<file path="config.mk">
export PLATFORM = sky130hd
export DESIGN_NAME = wb_initiator
export DESIGN_NICKNAME = d
export VERILOG_FILES = /design/src/rtl/wb_pkg.sv /design/src/rtl/wb_initiator.sv
export SDC_FILE = /design/constraint.sdc
export NUM_CORES = 1
export LEC_CHECK = 0
export ABC_AREA = 1
export CAP_MARGIN = 20
export CORE_MARGIN = 2
export CORE_UTILIZATION = 28
export CTS_BUF_LIST = sky130_fd_sc_hd__clkbuf_2
export DETAILED_ROUTE_END_ITERATION = 6
export GPL_ROUTABILITY_DRIVEN = 0
export GPL_TIMING_DRIVEN = 0
export SYNTH_ARGS = -nofsm -noshare
export SYNTH_HDL_FRONTEND = slang
export SYNTH_SLANG_ARGS = --single-unit
</file>
<file path="constraint.sdc">
create_clock -name clk -period 1.4 [get_ports clk]
set_input_delay 0.28 -clock clk [delete_from_list [all_inputs] [get_ports clk]]
set_output_delay 0.28 -clock clk [all_outputs]
set_load 0.03 [all_outputs]
</file>
<file path="src/rtl/wb_pkg.sv">
// Shared Wishbone initiator definitions: FSM state encoding and default
// bus geometry / timeout values.
package wb_pkg;

  localparam int WB_AW              = 32;
  localparam int WB_DW              = 32;
  localparam int WB_TIMEOUT_CYCLES  = 255;

  typedef enum logic [1:0] {
    IDLE = 2'd0,
    BUS  = 2'd1,
    RESP = 2'd2
  } wb_init_state_t;

endpackage

</file>
<file path="src/rtl/wb_initiator.sv">
// Single-outstanding Wishbone classic initiator: a valid/ready command is
// turned into one bus cycle, and the result is returned on a valid/ready
// response channel.
//
// Optional build macro: WB_INITIATOR_TIMEOUT_EN adds a bus-cycle watchdog
// that abandons a cycle after TIMEOUT_CYCLES cycles without ACK and reports
// rsp_err=1. Without it the initiator waits for ACK indefinitely and
// rsp_err is tied low.
//
// state | meaning
// ------+--------------------------------------------------------------
// IDLE  | cmd_ready high, waiting for a command
// BUS   | cyc/stb asserted from registered command, waiting for ACK
// RESP  | rsp_valid high with captured data, waiting for rsp_ready
module wb_initiator
  import wb_pkg::*;
#(
  parameter int AW             = WB_AW,
  parameter int DW             = WB_DW,
  parameter int TIMEOUT_CYCLES = WB_TIMEOUT_CYCLES
) (
  input  logic            clk,
  input  logic            rst_n,
  input  logic            cmd_valid,
  output logic            cmd_ready,
  input  logic            cmd_we,
  input  logic [AW-1:0]   cmd_adr,
  input  logic [DW-1:0]   cmd_dat,
  input  logic [DW/8-1:0] cmd_sel,
  output logic            rsp_valid,
  input  logic            rsp_ready,
  output logic [DW-1:0]   rsp_dat,
  output logic            rsp_err,
  output logic            wbm_cyc_o,
  output logic            wbm_stb_o,
  output logic            wbm_we_o,
  output logic [AW-1:0]   wbm_adr_o,
  output logic [DW-1:0]   wbm_dat_o,
  output logic [DW/8-1:0] wbm_sel_o,
  input  logic [DW-1:0]   wbm_dat_i,
  input  logic            wbm_ack_i
);

  if (TIMEOUT_CYCLES < 1) begin : g_bad_timeout
    $error("wb_initiator: TIMEOUT_CYCLES must be at least 1");
  end

  wb_init_state_t state, state_nxt;
  logic           timeout_hit;
  logic           bus_ack;

  // ACK only counts while a cycle is actually on the bus.
  assign bus_ack = (state == BUS) && wbm_ack_i;

`ifdef WB_INITIATOR_TIMEOUT_EN
  localparam int CNT_W = $clog2(TIMEOUT_CYCLES + 1);

  logic [CNT_W-1:0] to_cnt;

  // Cycle counter: zero outside BUS so it starts clean on every entry.
  always_ff @(posedge clk or negedge rst_n) begin
    if (!rst_n) begin
      to_cnt <= '0;
    end else if (state != BUS) begin
      to_cnt <= '0;
    end else if (!wbm_ack_i) begin
      to_cnt <= to_cnt + CNT_W'(1);
    end
  end

  // Fires on the edge where the count would reach TIMEOUT_CYCLES; ACK wins.
  assign timeout_hit = (state == BUS) && !wbm_ack_i &&
                       (to_cnt == CNT_W'(TIMEOUT_CYCLES - 1));

  // Error flag: cleared by a real ACK, set by an abandoned cycle.
  always_ff @(posedge clk or negedge rst_n) begin
    if (!rst_n) begin
      rsp_err <= 1'b0;
    end else if (bus_ack) begin
      rsp_err <= 1'b0;
    end else if (timeout_hit) begin
      rsp_err <= 1'b1;
    end
  end
`else
  assign timeout_hit = 1'b0;
  assign rsp_err     = 1'b0;
`endif

  // State register.
  always_ff @(posedge clk or negedge rst_n) begin
    if (!rst_n) begin
      state <= IDLE;
    end else begin
      state <= state_nxt;
    end
  end

  // Next-state and handshake/strobe decode from the registered state.
  always_comb begin
    state_nxt = state;
    cmd_ready = 1'b0;
    rsp_valid = 1'b0;
    wbm_cyc_o = 1'b0;
    wbm_stb_o = 1'b0;
    case (state)
      IDLE: begin
        cmd_ready = 1'b1;
        if (cmd_valid) begin
          state_nxt = BUS;
        end
      end
      BUS: begin
        wbm_cyc_o = 1'b1;
        wbm_stb_o = 1'b1;
        if (wbm_ack_i || timeout_hit) begin
          state_nxt = RESP;
        end
      end
      RESP: begin
        rsp_valid = 1'b1;
        if (rsp_ready) begin
          state_nxt = IDLE;
        end
      end
      default: begin
        state_nxt = IDLE;
      end
    endcase
  end

  // Command capture: bus-side fields stay frozen for the whole cycle.
  always_ff @(posedge clk or negedge rst_n) begin
    if (!rst_n) begin
      wbm_we_o  <= 1'b0;
      wbm_adr_o <= '0;
      wbm_dat_o <= '0;
      wbm_sel_o <= '0;
    end else if ((state == IDLE) && cmd_valid) begin
      wbm_we_o  <= cmd_we;
      wbm_adr_o <= cmd_adr;
      wbm_dat_o <= cmd_dat;
      wbm_sel_o <= cmd_sel;
    end
  end

  // Response data: read data on ACK, zero for writes and abandoned cycles.
  always_ff @(posedge clk or negedge rst_n) begin
    if (!rst_n) begin
      rsp_dat <= '0;
    end else if (bus_ack) begin
      rsp_dat <= wbm_we_o ? '0 : wbm_dat_i;
    end else if (timeout_hit) begin
      rsp_dat <= '0;
    end
  end

endmodule

</file>
==> impl_metrics.yaml <==
status:
  outcome: "finished with violations"
  violations: "setup timing"
hold_path:
  hold_class: "input pin to flop"
yosys:
  yosysWarnings: 0
  syn_inst: 520
  synth_cell_type_count: 14
  ys_seq_elements: 103
  syn_avg_cell_area_sq_um: 8.311
  synth_fp_nets: 626
  synth_area_sq_um: 4322
  seq_area_frac_synth_pct: 59.64
clock_network:
  cts_buffers: 9
  clock_latency_ps: 610
  cts_root_buf: "clkbuf_2"
  cts_tree: "yes"
  htreeDepth: 3
  cts_sinks: 103
  cts_buffer_depth: 2
  path_clk_slew_ps: 290
layout:
  drive_above_1_share_pct: 27.60
  seqCellArea_sq_um: 2579
  num_antenna_cells: 0
  nets: 909
  area_delta_synth_final_pct: 79.65
  n_fill_cell: 1441
  instances_no_fill: 996
  multi_input_area_sq_um: 1513
grt:
  grt_max_degree: 56
  grt_use_total_pct: 16.64
  grt_pass1_wl_mm: 21.64
  antenna_found_initial: 0
  overflow: 0
  grt_pass1_vias: 4324
setup_path:
  startpoint_type: "flop"
  critPathCaptureType: "primary output"
  crit_arrival_ps: 1570
  worstSetupPathType: "flop to primary output"
  cp_data_required_time_ps: 1120
  crit_fanout: 3
power:
  vdd_drop_max_mv: 1.343
  p_per_area_nw_per_um2: 2398
  p_leak_nw: 4.109
  power_w: 0.01861
floorplan:
  io_pins: 212
  dieHeight_um: 128.2
  rows: 45
  dieArea_sq_um: 16440
  die_x_um: 128.2
  start_util_pct: 28.53
  coreArea_sq_um: 15150
place:
  io_buffers: 208
  hpwl_mm: 9.760
  dp.cells: 917
  pre_cts_slack_ps: -810.7
sta:
  fin_hold_ws_ps: 167.0
  tightest_slew_ps: 740.0
  post-route-period-util_pct: 132.3
  fin_skew_ps: 20.18
  rsz0062_at_grt: "yes"
  setup_slack_ps: -452.5
  period_needed_ps: 1853
  slew_headroom_pct: 50.67
  drv_slew: 0
  fmax_mhz: 539.8
  setup_viol: 175
  hold_viol: 0
drt:
  via_count: 4368
  first_pass_iters: 4
  drt_iter0_drc: 146
  drc_errors: 0
  routed_wl_mm: 14.19
  wl_per_cell_um: 14.25
  drtAntennaViolNets: 0
  viasPerCell: 4.386
run:
  drv_cap: 0
[sequential cells by signal, indices dropped and copies added, names as in the netlist]
name and cells:
rsp_dat 32, state 2, wbm_adr_o 32, wbm_dat_o 32, wbm_we_o 1, wbm_sel_o 4
[per-stage QoR]
stage               setup TNS, ps  util (%)  instance area (sq um)
CTS                        -22390     47.49                   7193
finish                     -17500     51.26                   7764
floorplan                       0         -                   4322
global route               -32860     51.26                   7764
detailed placement         -25950     44.00                   6664
global placement          -428500     43.83                   6639
[what timing repair did]
item | in CTS | in global routing
setup buffers | 26 | 25
cloned | 0 | 10
gates resized for setup | 746 | 68
pin swaps | 2 | 9
hold buffers | 2 | 0
endpoints found under the setup margin | 175 | 199
hold endpoints to repair | 57 | 0
[path summary, 6_finish.rpt]
kind                                               start                       end  slack [ps]  cells past startpoint
worst min-delay path                          cmd_adr[9]  wbm_adr_o[9]$_DFFE_PN0P_         170                      3
worst min register to register  wbm_dat_o[1]$_DFFE_PN0P_  wbm_dat_o[1]$_DFFE_PN0P_         540                      2
worst max-delay path                state[1]$_DFFE_PN0P_                 cmd_ready        -450                      4
min in group asynchronous                          rst_n    rsp_dat[7]$_DFFE_PN0P_         230                      2
worst max register to register      state[1]$_DFFE_PN0P_  wbm_dat_o[4]$_DFFE_PN0P_        -150                      9
max in group asynchronous                          rst_n  wbm_dat_o[3]$_DFFE_PN0P_         450                      3
[critical path, stage by stage, from the launching register on]
cell and delay [ps]:
dfrtp_2 500, buf_12 140, nor2_4 110, buf_6 110
buf_6 120
[layout by cell type, fill, tap and decap left out, types with 2 or more instances in the layout]
cell and count:
buf_12 2, buf_2 8, buf_4 54, buf_6 112, buf_8 9, bufinv_16 2
clkbuf_1 7, clkbuf_16 7, clkbuf_2 13, clkdlybuf4s50_1 102, dfrtp_1 102, dlygate4sd3_1 2
inv_1 33, inv_2 2, nand2_1 202, nand2_8 3, nand3_1 100, nand3_2 2
nor2_1 32, nor2_4 2
[where the power goes]
part           internal, W  switching [W]
registers          0.00432        0.00101
logic              0.00554        0.00615
clock network     0.000591        0.00101
total               0.0104        0.00817
[kinds of logic after synthesis]
kind of cell / synth area share, %
AOI/OAI and AO/OA: 0.2316
buffers and inverters: 7.238
DFF: 59.64
other: 0.08677
and+or+nand+nor: 32.80
[metal layers]
metal	part of all wire [%]	vias to the layer above	global-route usage [%]
li1	-	2175	-
met1	43	2027	20.89
met2	48	149	26.94
met3	7.4	17	4.967
met4	1.9	0	6.593
met5	0	-	0
[layout make-up]
class,instances,area share [%]
timing repair buffer,270,36.79
multi-input combinational,346,19.48
tap,188,3.030
clock inverter,6,1.096
clock buffer,10,0.6446
sequential,103,33.22
inverter,35,1.692
buffer,38,4.045
[cells in the mapped netlist, drive strengths merged]
cell / number / area share, %
o21ai: 2 / 0.23
dfrtp: 103 / 60
clkbuf: 10 / 0.87
nand3: 102 / 12
nor2: 34 / 3.2
nand2: 205 / 18
buf: 28 / 3.3
conb: 1 / 0.087
inv: 35 / 3.0
No activity file was read; power rests on OpenSTA's default activity.
